$ cat src/rtl/fpnew_pkg.sv
// Shared FPU types: IEEE status flags and arbiter-wide constants.
// Latency: n/a (types only).
// Backpressure: n/a (types only).
package fpnew_pkg;

  // IEEE-754 exception flags reported with every result.
  typedef struct packed {
    logic NV;  // invalid
    logic DZ;  // divide by zero
    logic OF;  // overflow
    logic UF;  // underflow
    logic NX;  // inexact
  } status_t;

  // Width of the output backpressure counter.
  localparam int unsigned STALL_CNT_WIDTH = 16;

endpackage

$ cat src/rtl/fpnew_rr_arbiter.sv
// Round-robin arbiter: first valid input at or above the priority pointer wins.
// Latency: purely combinational, no state.
// Backpressure: none; the caller gates the grant with its own readiness.
module fpnew_rr_arbiter #(
  parameter  int unsigned NumIn = 4,
  localparam int unsigned IdxW  = $clog2(NumIn)
) (
  input  logic [NumIn-1:0] valid,
  input  logic [IdxW-1:0]  ptr,
  output logic [NumIn-1:0] grant,
  output logic [IdxW-1:0]  idx,
  output logic             gnt_vld
);

  localparam int N = NumIn;

  int              cand;
  logic [IdxW-1:0] cidx;

  // Scan downward so the last hit written is the closest one to ptr.
  always_comb begin
    grant   = '0;
    idx     = '0;
    gnt_vld = 1'b0;
    cand    = 0;
    cidx    = '0;
    for (int k = N - 1; k >= 0; k--) begin
      cand = (int'(ptr) + k) % N;
      cidx = cand[IdxW-1:0];
      if (valid[cidx]) begin
        idx     = cidx;
        gnt_vld = 1'b1;
      end
    end
    if (gnt_vld) grant[idx] = 1'b1;
  end

endmodule

$ cat src/rtl/fpnew_slice_result_arbiter.sv
// Round-robin collector of per-slice FPU results into a 2-entry output FIFO.
// Latency: a result accepted in cycle N appears on the outputs in cycle N+1.
// Backpressure: slice ready drops while the FIFO is full (registered count), during flush_i and rst_i.
// Optional stall counter: define FPNEW_ARB_STALL_CNT_EN.
module fpnew_slice_result_arbiter
  import fpnew_pkg::*;
#(
  parameter int unsigned NumSlices = 4,
  parameter int unsigned Width     = 32,
  parameter type         TagType   = logic,
  parameter int unsigned Depth     = 2
) (
  input  logic                              clk_i,
  input  logic                              rst_i,
  input  logic [NumSlices-1:0][Width-1:0]   slice_result_i,
  input  status_t [NumSlices-1:0]           slice_status_i,
  input  logic [NumSlices-1:0]              slice_ext_bit_i,
  input  TagType [NumSlices-1:0]            slice_tag_i,
  input  logic [NumSlices-1:0]              slice_valid_i,
  output logic [NumSlices-1:0]              slice_ready_o,
  input  logic                              flush_i,
  output logic [Width-1:0]                  result_o,
  output status_t                           status_o,
  output logic                              extension_bit_o,
  output TagType                            tag_o,
  output logic                              out_valid_o,
  input  logic                              out_ready_i,
  output logic                              busy_o,
  output logic [STALL_CNT_WIDTH-1:0]        stall_cnt_o
);

  localparam int unsigned IdxW = $clog2(NumSlices);
  localparam int unsigned CntW = $clog2(Depth + 1);

  // The entry is width-parameterised, so it is declared alongside the module.
  // The tag travels in its own registers because its type is a parameter.
  typedef struct packed {
    logic [Width-1:0] result;
    status_t          status;
    logic             ext_bit;
  } arb_entry_t;

  logic [IdxW-1:0]      prio_q;
  logic [IdxW-1:0]      gnt_idx;
  logic [IdxW-1:0]      prio_next;
  logic [NumSlices-1:0] grant;
  logic                 gnt_vld;

  logic [CntW-1:0]      cnt_q;
  arb_entry_t           head_q, tail_q;
  TagType               head_tag_q, tail_tag_q;

  arb_entry_t           in_entry;
  TagType               in_tag;
  logic                 full, accept_ok, push, pop;

  fpnew_rr_arbiter #(
    .NumIn (NumSlices)
  ) u_rr (
    .valid   (slice_valid_i),
    .ptr     (prio_q),
    .grant   (grant),
    .idx     (gnt_idx),
    .gnt_vld (gnt_vld)
  );

  // Readiness depends only on registered fullness, so a pop never frees a slot in the same cycle.
  assign full          = (cnt_q == CntW'(Depth));
  assign accept_ok     = ~full & ~flush_i & ~rst_i;
  assign slice_ready_o = grant & {NumSlices{accept_ok}};
  assign push          = gnt_vld & accept_ok;
  assign pop           = out_valid_o & out_ready_i & ~flush_i;

  assign in_entry = '{result:  slice_result_i[gnt_idx],
                      status:  slice_status_i[gnt_idx],
                      ext_bit: slice_ext_bit_i[gnt_idx]};
  assign in_tag   = slice_tag_i[gnt_idx];

  assign prio_next = (gnt_idx == IdxW'(NumSlices - 1)) ? '0 : gnt_idx + IdxW'(1);

  // Priority moves just past the winner on every accept; flush leaves it alone.
  always_ff @(posedge clk_i) begin
    if (rst_i) begin
      prio_q <= '0;
    end else if (push) begin
      prio_q <= prio_next;
    end
  end

  // Two-slot FIFO: head_q is the output register, tail_q holds the second entry.
  always_ff @(posedge clk_i) begin
    if (rst_i) begin
      cnt_q      <= '0;
      head_q     <= '0;
      tail_q     <= '0;
      head_tag_q <= '0;
      tail_tag_q <= '0;
    end else if (flush_i) begin
      cnt_q <= '0;
    end else begin
      case ({push, pop})
        2'b10: begin
          if (cnt_q == '0) begin
            head_q     <= in_entry;
            head_tag_q <= in_tag;
          end else begin
            tail_q     <= in_entry;
            tail_tag_q <= in_tag;
          end
          cnt_q <= cnt_q + CntW'(1);
        end
        2'b01: begin
          // With one entry left the head simply holds its last value.
          if (full) begin
            head_q     <= tail_q;
            head_tag_q <= tail_tag_q;
          end
          cnt_q <= cnt_q - CntW'(1);
        end
        2'b11: begin
          // Only reachable with one entry: replace the head, count unchanged.
          head_q     <= in_entry;
          head_tag_q <= in_tag;
        end
        default: ;
      endcase
    end
  end

  assign out_valid_o     = (cnt_q != '0);
  assign result_o        = head_q.result;
  assign status_o        = head_q.status;
  assign extension_bit_o = head_q.ext_bit;
  assign tag_o           = head_tag_q;
  assign busy_o          = out_valid_o | (|slice_valid_i);

`ifdef FPNEW_ARB_STALL_CNT_EN
  logic [STALL_CNT_WIDTH-1:0] stall_q;

  // Count cycles where a result waits on downstream; saturate rather than wrap.
  always_ff @(posedge clk_i) begin
    if (rst_i || flush_i) begin
      stall_q <= '0;
    end else if (out_valid_o && !out_ready_i && (stall_q != '1)) begin
      stall_q <= stall_q + STALL_CNT_WIDTH'(1);
    end
  end

  assign stall_cnt_o = stall_q;
`else
  assign stall_cnt_o = '0;
`endif

endmodule

$ cat config.mk
export PLATFORM = sky130hd
export DESIGN_NAME = fpnew_slice_result_arbiter
export DESIGN_NICKNAME = d
export VERILOG_FILES = /design/src/rtl/fpnew_pkg.sv /design/src/rtl/fpnew_rr_arbiter.sv /design/src/rtl/fpnew_slice_result_arbiter.sv
export SDC_FILE = /design/constraint.sdc
export NUM_CORES = 1
export LEC_CHECK = 0
export ABC_AREA = 1
export BUFFER_PORTS_ARGS = -buffer_cell sky130_fd_sc_hd__buf_2
export CAP_MARGIN = 20
export CELL_PAD_IN_SITES_DETAIL_PLACEMENT = 1
export CELL_PAD_IN_SITES_GLOBAL_PLACEMENT = 1
export CORE_ASPECT_RATIO = 0.75
export CORE_MARGIN = 10
export CORE_UTILIZATION = 32
export DETAILED_ROUTE_END_ITERATION = 12
export PLACE_DENSITY = 0.85
export SLEW_MARGIN = 20
export SYNTH_ARGS = -nofsm -noshare
export SYNTH_HDL_FRONTEND = slang
export SYNTH_HIERARCHICAL = 1
export SYNTH_SLANG_ARGS = --single-unit
$ cat constraint.sdc
create_clock -name clk_i -period 2.5 [get_ports clk_i]
set_clock_uncertainty 0.05 [all_clocks]
set_input_delay 0.25 -clock clk_i [delete_from_list [all_inputs] [get_ports clk_i]]
set_output_delay 0.25 -clock clk_i [all_outputs]
set_load 0.1 [all_outputs]
# ---- Word level (Yosys, flattened, before mapping)
# Cells that the tools add are included.
# Widths: inputs -> output; s select.
dict set report classes {
  n_addsub 6
  order_cmp 6
  n_eq_ne 7
  mux 35
  bitwise_logic 11
  n_reduce_logical 9
}
# operator count
set ops {}
lappend ops {{$pmux 38 s3} 1}
lappend ops {{$mux 38} 2}
lappend ops {{$bmux 32 s2} 1}
lappend ops {{$mux 32} 1}
lappend ops {{$lt 2x3->1 const B} 5}
lappend ops {{$mux 1} 13}
lappend ops {{$bmux 1 s2} 6}
lappend ops {{$bmux 5 s2} 1}
lappend ops {{$mux 2} 5}
lappend ops {{$eq 2x2->1 const B} 4}
lappend ops {{$add 2x1->2 const B} 3}
lappend ops {{$and 1x1->1} 5}
lappend ops {{$mux 5} 1}
lappend ops {{$add 2x2->2 const B} 2}
lappend ops {{$and 4x4->4} 1}
lappend ops {{$mux 4} 1}
lappend ops {{$ne 2x2->1 const B} 2}
lappend ops {{$not 1->1} 4}
lappend ops {{$pmux 2 s2} 1}
lappend ops {{$reduce_and 4->1} 1}
lappend ops {{$reduce_bool 2->1} 2}
lappend ops {{$reduce_or 4->1} 1}
lappend ops {{$pmux 1 s3} 1}
lappend ops {{$reduce_and 3->1} 1}
lappend ops {{other kinds (9)} 9}
dict set report totals {
  ff_bits 82
  in_bits 164
  out_inout_bits 61
  wordCells 92
}

# ---- Logic depth before layout (Yosys ltp)
# Gate-level depths: netlist of run 1.
dict set report logic_depth {
  ltp_word 13
  depth_mapped 20
  mapped_depth_nobuf 16
}

# ---- Cells and area by module
# Netlist of run 1, hierarchy kept.
# module instances cells_per_inst area_per_inst_um2 seq_area_each_um2
set modules_own_cells {}
lappend modules_own_cells {fpnew_slice_result_arbiter 1 878 5056.1 1641.6}
lappend modules_own_cells {fpnew_rr_arbiter 1 52 275.3 0.0}

# ---- Worst setup path before layout of run 1
# No wires, ideal clock.
dict set report synth_path {
  path_type {flip-flop to output port}
  start {register prio_q[0]}
  end {output port slice_ready_o[1]}
  t_arrival_ps 2374
  required_ps 2200
  setup_slack_ps -174
  stages_incl_launch_ff 14
  cell_sequence {dfxtp_1 -> buf_6 -> inv_6 -> nand2_1 -> nand2_2 -> nand2_2 -> nand2_1 -> nand2_2 -> nand3_2 -> nand2_4 -> inv_2 -> nor2_2 -> inv_1 -> nor2_1}
}
dict set report synth_via {
  elab_chain_len 13
  word_cells_on_any_way 26
}
# element line_no
set synth_rtl {}
lappend synth_rtl {{start: declaration} fpnew_slice_result_arbiter.sv:43} ;# logic [IdxW-1:0] prio_q;
lappend synth_rtl {{start signal: assignment} fpnew_slice_result_arbiter.sv:86} ;# prio_q <= prio_next;
lappend synth_rtl {{$add 2x2->2} fpnew_rr_arbiter.sv:28} ;# cand = (int'(ptr) + k) % N;
lappend synth_rtl {{$bmux 1 s2} fpnew_rr_arbiter.sv:30} ;# if (valid[cidx]) begin
lappend synth_rtl {{$mux 1 (not written as such)} fpnew_rr_arbiter.sv:30}
lappend synth_rtl {{$mux 2 (3 in series)} fpnew_rr_arbiter.sv:30}
lappend synth_rtl {{$mux 2 (*)} fpnew_rr_arbiter.sv:30}
lappend synth_rtl {{named net gnt_idx[0]} fpnew_slice_result_arbiter.sv:44} ;# logic [IdxW-1:0] gnt_idx;
lappend synth_rtl {{$lt 2x3->1 (not written as such) or $ge 2x1->1 (tied branches)} fpnew_rr_arbiter.sv:35} ;# if (gnt_vld) grant[idx] = 1'b1;
lappend synth_rtl {{$logic_and 1x1->1 (not written as such)} fpnew_rr_arbiter.sv:35}
lappend synth_rtl {{$mux 1 (not written as such)} fpnew_rr_arbiter.sv:35}
lappend synth_rtl {{$demux 1 s2 (*)} --}
lappend synth_rtl {{$mux 4 (*)} fpnew_rr_arbiter.sv:35}
lappend synth_rtl {{named net grant[1]} fpnew_slice_result_arbiter.sv:46} ;# logic [NumSlices-1:0] grant;
lappend synth_rtl {{$and 4x4->4 (*)} fpnew_slice_result_arbiter.sv:70} ;# assign slice_ready_o = grant & {NumSlices{accept_ok}};
lappend synth_rtl {{end: declaration} fpnew_slice_result_arbiter.sv:20} ;# output logic [NumSlices-1:0] slice_ready_o,
# Mark *: on every way through the listed nets, which the timed path passes. The rest lies on a longest branch. The select of a mux whose other input is x is not followed.

# ---- Worst setup path after layout of run 1
dict set report layout_path {
  start {register prio_q[0]}
  end {output port slice_ready_o[2]}
}
# Same word-level chain as after synthesis.

==> results of run 1 <==
cells by family (layout without fill, tap and decap cells):
group           Yosys count  count (layout)  share of synthesized area (%)
simple gates            622             622                           48.1
buf+inv                 138             312                           12.3
compound gates           84              84                           8.00
flops                    82              82                           30.8
fa+ha+maj                 3               3                          0.704
other cells               1              16                         0.0703
worst paths after layout:
kind	start	to	slack [ns]
max	prio_q[0]	slice_ready_o[2]	0.15
max reg2reg	prio_q[0]	prio_q[0]	0.19
min	rst_i	prio_q[1]	0.08
min reg2reg	status_o[2]	status_o[2]	0.46
repair_timing:
action / CTS / global route
pin swaps: 1 / 2
gates resized for setup: 4 / 9
setup buffers: 1 / 5
gates cloned: 2 / 0
endpoints found under the hold margin: 0 / 0
endpoints found under the setup margin: 3 / 43
routing by layer:
layer  wire (um)  up-vias
li1            -     3238
met1        9460     2998
met2       10500      141
met3        1420        9
met4         116        0
met5           0        -
Yosys cell counts, drive strengths merged:
master  number
nor2       134
dfxtp       82
nand3      126
buf         55
or2          1
nor3         2
ha           3
o21bai       1
nor4         1
a21oi       44
nand4        1
o21ai       39
clkbuf      24
nand2      357
inv         59
conb         1
power by group:
group          total, mW  internal, mW  switching [mW]  leakage, nW
Sequential          1.40          1.36          0.0388        0.667
Combinational       2.62         0.820            1.80         2.94
Clock               1.45         0.873           0.573        0.152
flip-flops by register name, summed over array words and instances, names as in the netlist:
register / count
cnt_q: 2
tail_q: 38
status_o: 5
extension_bit_o: 1
prio_q: 2
tail_tag_q: 1
tag_o: 1
result_o: 32
stage by stage:
| stage | instance area (um2) | power (mW) |
|---|---|---|
| 2_1_floorplan | 5400 | 3.22 |
| 3_3_place_gp | 6660 | 3.84 |
| 3_5_place_dp | 6660 | 3.88 |
| 4_1_cts | 7060 | 5.49 |
| 5_1_grt | 7130 | 5.85 |
| 6_report | 7130 | 5.47 |
area by class of cell:
| type | instances | area, um2 | area share (%) |
|---|---|---|---|
| Multi-Input combinational cell | 725 | 3140 | 44.0 |
| Sequential cell | 82 | 1650 | 23.1 |
| Timing Repair Buffer | 238 | 1540 | 21.6 |
| Tap cell | 210 | 263 | 3.68 |
| Inverter | 59 | 226 | 3.18 |
| Clock buffer | 9 | 225 | 3.16 |
| Clock inverter | 6 | 90.1 | 1.26 |
worst max-delay path: cells and delay by family, from the launching register on:
kind	cells	cell delay (ns)
simple gates	8	0.71
buf+inv	5	0.59
flops	1	0.39
==> run_results.csv, run 1 <==
group,metric,value,unit
outcome,status,"finished clean",
logic_synthesis,yosysTopAreaCell,"dfxtp_1",
final_layout,fill_cells,2251,
global_routing,antenna_found_initial,0,
final_layout,layout-drive-gt1-share,26.3,%
clock_tree,clk_latency,0.34,ns
drt,via_per_inst,4.81,
drt,drt_iter0_markers,371,
critical_path,cp-end-kind,"output port",
logic_synthesis,ys_warn_count,6,
sta,setup_viol,0,
final_layout,final_common_cell,"nand2_1",
sta,max_freq,425,MHz
final_layout,stdcell_count,1329,
power,peakVddDrop,0.309,mV
worst_hold_path,hold_path.class,"primary input to flip-flop",
critical_path,worstSetupStartpointType,"flip-flop",
drt,post_drt_wl_per_cell,16.2,um
placed_design,post-place-cells,1306,
global_routing,grt_max_degree,79,
logic_synthesis,synth_seq_area_share,30.8,%
clock_tree,htree_levels,3,
logic_synthesis,syn_inst,930,
critical_path,cp.arrival,2.05,ns
critical_path,crit_required,2.20,ns
power,power_density,767,nW/um2
logic_synthesis,ys_types,27,
die,start_util,33.0,%
drt,drc_errors,0,
critical_path,crit_path_frequent_cell,"nand2_1",
global_routing,grt_pass1_vias,6567,
sta,period_share,94.0,%
sta,maxSlewHeadroom,65.3,%
final_layout,fin_util,44.1,%
logic_synthesis,synth_top_area_share,30.8,%
final_layout,final_cell_mix,"342 x nand2_1, 204 x buf_2, 127 x nor2_1, 122 x nand3_1, 80 x dfxtp_1",
sta,rsz0062_at_grt,"no",
clock_tree,numCtsBuffers,9,
clock_tree,ctsHoldBuffers,0,
logic_synthesis,yosys-top-cells-area,"dfxtp_1 31%, nand2_1 24%, nand3_1 12%, nor2_1 9.3%, a21oi_1 4.0%",
critical_path,path_class,"flip-flop to output port",
clock_tree,cts.sinks,82,
logic_synthesis,synth-seq-cells,82,
power,power.leakage,3.76,nW
die,fp.dieArea,22300,um2
global_routing,grt_pass1_wl,34200,um
global_routing,gr-usage-met2,31.5,%
drt,postRouteAntennaNets,0,
sta,fin_ws,0.149,ns
sta,hold_viol,0,
placed_design,dp_hpwl,15600,um
clock_tree,root_buffer,"clkbuf_16",
die,ioPinCount,225,
global_routing,met3_usage,5.63,%
logic_synthesis,syn-cell-area,5330,um2
global_routing,grt-ovfl-total,0,
global_routing,grt_busiest_layer,"met2",
critical_path,cpPeakStageDelay,0.39,ns
logic_synthesis,synth_area_per_cell,5.73,um2
drt,firstDrtPassIters,4,
critical_path,r2r_cells,14,
die,core,16200,um2
placed_design,io_buffer_count,208,
die,die_w,169,um
final_layout,synthToLayoutAreaGrowth,33.7,%
drt,route.vias.total,6386,
placed_design,gp_congestion,0.802,
sta,final.setup.tns,0,ns
critical_path,crit_fanout,15,
critical_path,cpMaxStageDelayCell,"dfxtp_4",
global_routing,met1_usage,22.6,%
flow_run,maxCapViolations,0,
final_layout,n_antenna_cell,0,
critical_path,crit_chain,"buf_6 > nand2_2 > nand2_1 > nand2_1 > nand2_1 > nand3_1 > nand3_2 > buf_12 > inv_2 > nor2_1 > inv_1 > nor2_2 > buf_12",
sta,worst_pin_slew,0.524,ns
sta,fin_hold_ws,0.0783,ns
placed_design,preCtsSetupSlack,0.0423,ns
final_layout,num-nets-final,1282,
clock_tree,clk_pin_slew,0.06,ns
sta,period_minus_slack,2.35,ns
worst_hold_path,hold_depth,2,
clock_tree,cts_tree,"done",
die,rows,40,
sta,final-max-slew-violation-count,0,
clock_tree,clockBufferDepth,2,
global_routing,grt_use_total,18.5,%
drt,routed_wl,21500,um
die,die_y,132,um
No activity file was read; power rests on OpenSTA's default activity.
==> run 2, diff against run 1 <==
- ABC_AREA: 1 -> default
- ABC_CLOCK_PERIOD_IN_PS: default -> 2500
- CORE_UTILIZATION: 32 -> 35
- PLACE_DENSITY: 0.85 -> 0.84
==> run 2 against run 1 <==
  * Register-to-register slack got worse by 0.09 ns
  * Global-route usage rose by 0.55 points
  * Via count fell by 22%
  * Final cell count fell by 34%
  * Design area fell by 7.2%
  * Non-clock buffer count rose by 5
  * Setup slack got worse by 0.052 ns
  * Power fell by 24%
  * Critical path type is now flip-flop to flip-flop
  * Routed wire length fell by 11%
  * Highest routed layer unchanged
  * Clock-buffer cell count rose by 1
==> run_results.csv, run 2 <==
group,metric,value,unit
clock_tree,cts.sinks,82,
clock_tree,clk_pin_slew,0.06,ns
sta,hold_viol,0,
logic_synthesis,synthMuxAreaShare,25.7,%
final_layout,num-nets-final,861,
drt,drc_errors,0,
clock_tree,ctsHoldBuffers,0,
die,die_y,123,um
global_routing,grt_use_total,19.0,%
logic_synthesis,ys_types,46,
critical_path,cp.arrival,2.58,ns
logic_synthesis,synth_xor_area_share,0.355,%
die,fp.dieArea,19300,um2
critical_path,cpPeakStageDelay,0.55,ns
logic_synthesis,yosysTopAreaCell,"dfxtp_1",
power,swShare,34.9,%
logic_synthesis,yosys-top-cells-area,"dfxtp_1 33%, mux4_2 18%, a21oi_1 8.4%, mux2i_1 7.9%, a221oi_1 5.1%",
critical_path,cpMaxStageDelayCell,"or4b_4",
power,clkPwrFrac,34.9,%
clock_tree,htree_levels,3,
logic_synthesis,synthAdderAreaFrac,0.761,%
logic_synthesis,synth_area_per_cell,9.88,um2
placed_design,gp_congestion,0.869,
logic_synthesis,async_flop_share,0,%
critical_path,crit_family,"simple AND/OR/NAND/NOR gates",
clock_tree,cts_tree,"done",
final_layout,final_common_cell,"buf_2",
logic_synthesis,syn_inst,499,
final_layout,synthToLayoutAreaGrowth,34.2,%
sta,maxSlewHeadroom,39.1,%
global_routing,grt_max_degree,82,
final_layout,layout-drive-gt1-share,46.8,%
placed_design,placedInstanceArea,6270,um2
drt,firstDrtPassIters,4,
logic_synthesis,synth_top_area_share,33.3,%
sta,setup_viol,0,
logic_synthesis,synth_top_family_by_area,"multiplexers",
logic_synthesis,synthTopCellsByCount,"83 x a21oi_1, 82 x dfxtp_1, 42 x o21ai_0, 40 x nand3_1",
sta,fin_ws,0.0968,ns
logic_synthesis,synth_seq_area_share,33.3,%
power,switching_power,1.45,mW
clock_tree,clockBufferDepth,2,
critical_path,cp-end-kind,"flip-flop",
global_routing,grt-ovfl-total,0,
sta,worst_pin_slew,0.913,ns
clock_tree,clk_latency,0.33,ns
flow_run,maxCapViolations,0,
placed_design,dp_hpwl,14500,um
sta,final.setup.tns,0,ns
global_routing,grt_pass1_vias,5499,
clock_tree,numCtsBuffers,9,
placed_design,preCtsSetupSlack,-0.127,ns
placed_design,io_buffer_count,208,
power,p_seq_share,33.3,%
drt,drt_iter0_markers,165,
final_layout,final_cell_mix,"208 x buf_2, 83 x a21oi_1, 80 x dfxtp_1, 42 x o21ai_0, 40 x nand3_1",
logic_synthesis,synth_compound_area_share,23.0,%
die,start_util,35.9,%
power,power_density,629,nW/um2
logic_synthesis,yosys.area_share.simple,8.68,%
logic_synthesis,synth_edf_count,0,
logic_synthesis,synth-seq-cells,82,
logic_synthesis,synth_flop_cell,"dfxtp_1",
die,rows,37,
critical_path,crit_buf_inv,2,
power,p_total,4.16,mW
logic_synthesis,syn-cell-area,4930,um2
die,die_w,157,um
critical_path,crit_fanout,33,
power,internal_power,2.71,mW
sta,rsz0062_at_grt,"yes",
critical_path,worstSetupStartpointType,"flip-flop",
drt,post_drt_wl_per_cell,21.8,um
outcome,status,"finished clean",
critical_path,path_class,"flip-flop to flip-flop",
final_layout,top_register,"tail_q",
power,power.leakage,2.63,nW
sta,period_share,96.1,%
die,core,13700,um2
sta,max_freq,416,MHz
power,power_frac_comb,31.7,%
sta,final-max-slew-violation-count,0,
die,ioPinCount,225,
final_layout,fill_cells,1606,
final_layout,largest_reg_flops,38,
final_layout,stdcell_area,6620,um2
clock_tree,root_buffer,"clkbuf_16",
drt,via_per_inst,5.70,
global_routing,antenna_found_initial,1,
power,peakVddDrop,0.261,mV
sta,period_minus_slack,2.40,ns
critical_path,crit_required,2.68,ns
logic_synthesis,ys_warn_count,6,
critical_path,crit_chain,"nand2b_1 > nand3_1 > buf_4 > ha_2 > or4b_4 > a21o_2 > buf_12 > a221oi_1",
worst_hold_path,hold_path.class,"primary input to flip-flop",
drt,routed_wl,19100,um
drt,postRouteAntennaNets,0,
drt,route.vias.total,4987,
sta,fin_hold_ws,0.395,ns
global_routing,grt_pass1_wl,29400,um
logic_synthesis,synth_most_common_cell,"a21oi_1",
==> run 2: logic make-up (layout without fill, tap and decap cells) <==
kind of cell             Yosys count  count (layout)
AO/OA/AOI/OAI                    177             177
XOR/XNOR                           2               2
adder cells (fa/ha/maj)            3               3
buffers and inverters             81             266
flip-flops                        82              82
multiplexers                      78              78
other                              1              17
AND/OR/NAND/NOR                   75              75
==> run 2: per-stage QoR <==
stage               cells  util, %
finish                875     48.1
floorplan             514        -
global placement      856     45.6
detailed placement    856     45.6
CTS                   872     48.0
global route          874     48.1
==> run 2: routing by layer <==
metal / part of all wire [%] / up-vias / track usage [%]
li1: - / 2301 / -
met1: 41 / 2476 / 22.3
met2: 49 / 191 / 32.7
met3: 8.3 / 19 / 6.47
met4: 1.1 / 0 / 5.65
met5: 0 / - / 0
==> run 2: worst min-delay path: stages <==
cell,delay (ns)
buf_2,0.10
nor2_1,0.07
buf_4,0.16
nand4_1,0.09
a21oi_1,0.06
==> run 2: power by group through the flow <==
stage	Combinational [mW]	Sequential (mW)	Clock, mW
6_report	1.32	1.39	1.45
3_3_place_gp	1.28	1.41	0
2_1_floorplan	0.667	1.71	0
4_1_cts	1.32	1.39	1.48
3_5_place_dp	1.32	1.42	0
5_1_grt	1.40	1.39	1.54
==> run 2: path summary, 6_finish.rpt <==
| path | start | to | slack, ns | depth (start not counted) |
|---|---|---|---|---|
| worst max-delay path | cnt_q[0] | result_o[26] | 0.1 | 8 |
| worst min-delay path | flush_i | prio_q[0] | 0.39 | 5 |
| worst max register to register | cnt_q[0] | result_o[26] | 0.1 | 8 |
| worst min register to register | tail_q[15] | tail_q[15] | 0.43 | 2 |
==> run 2: what timing repair did <==
action,4_1_cts,5_1_grt
pin swaps,0,1
setup buffers,0,2
gates resized for setup,2,1
setup endpoints to repair,3,17
==> run 2: area by class of cell <==
type / instances / area, um2 / area share, %
Timing Repair Buffer: 243 / 1400 / 21.2
Clock inverter: 6 / 88.8 / 1.34
Multi-Input combinational cell: 351 / 3000 / 45.3
Tap cell: 175 / 219 / 3.31
Antenna cell: 1 / 2.50 / 0.0378
Sequential cell: 82 / 1640 / 24.8
Inverter: 7 / 26.3 / 0.397
Clock buffer: 10 / 239 / 3.61
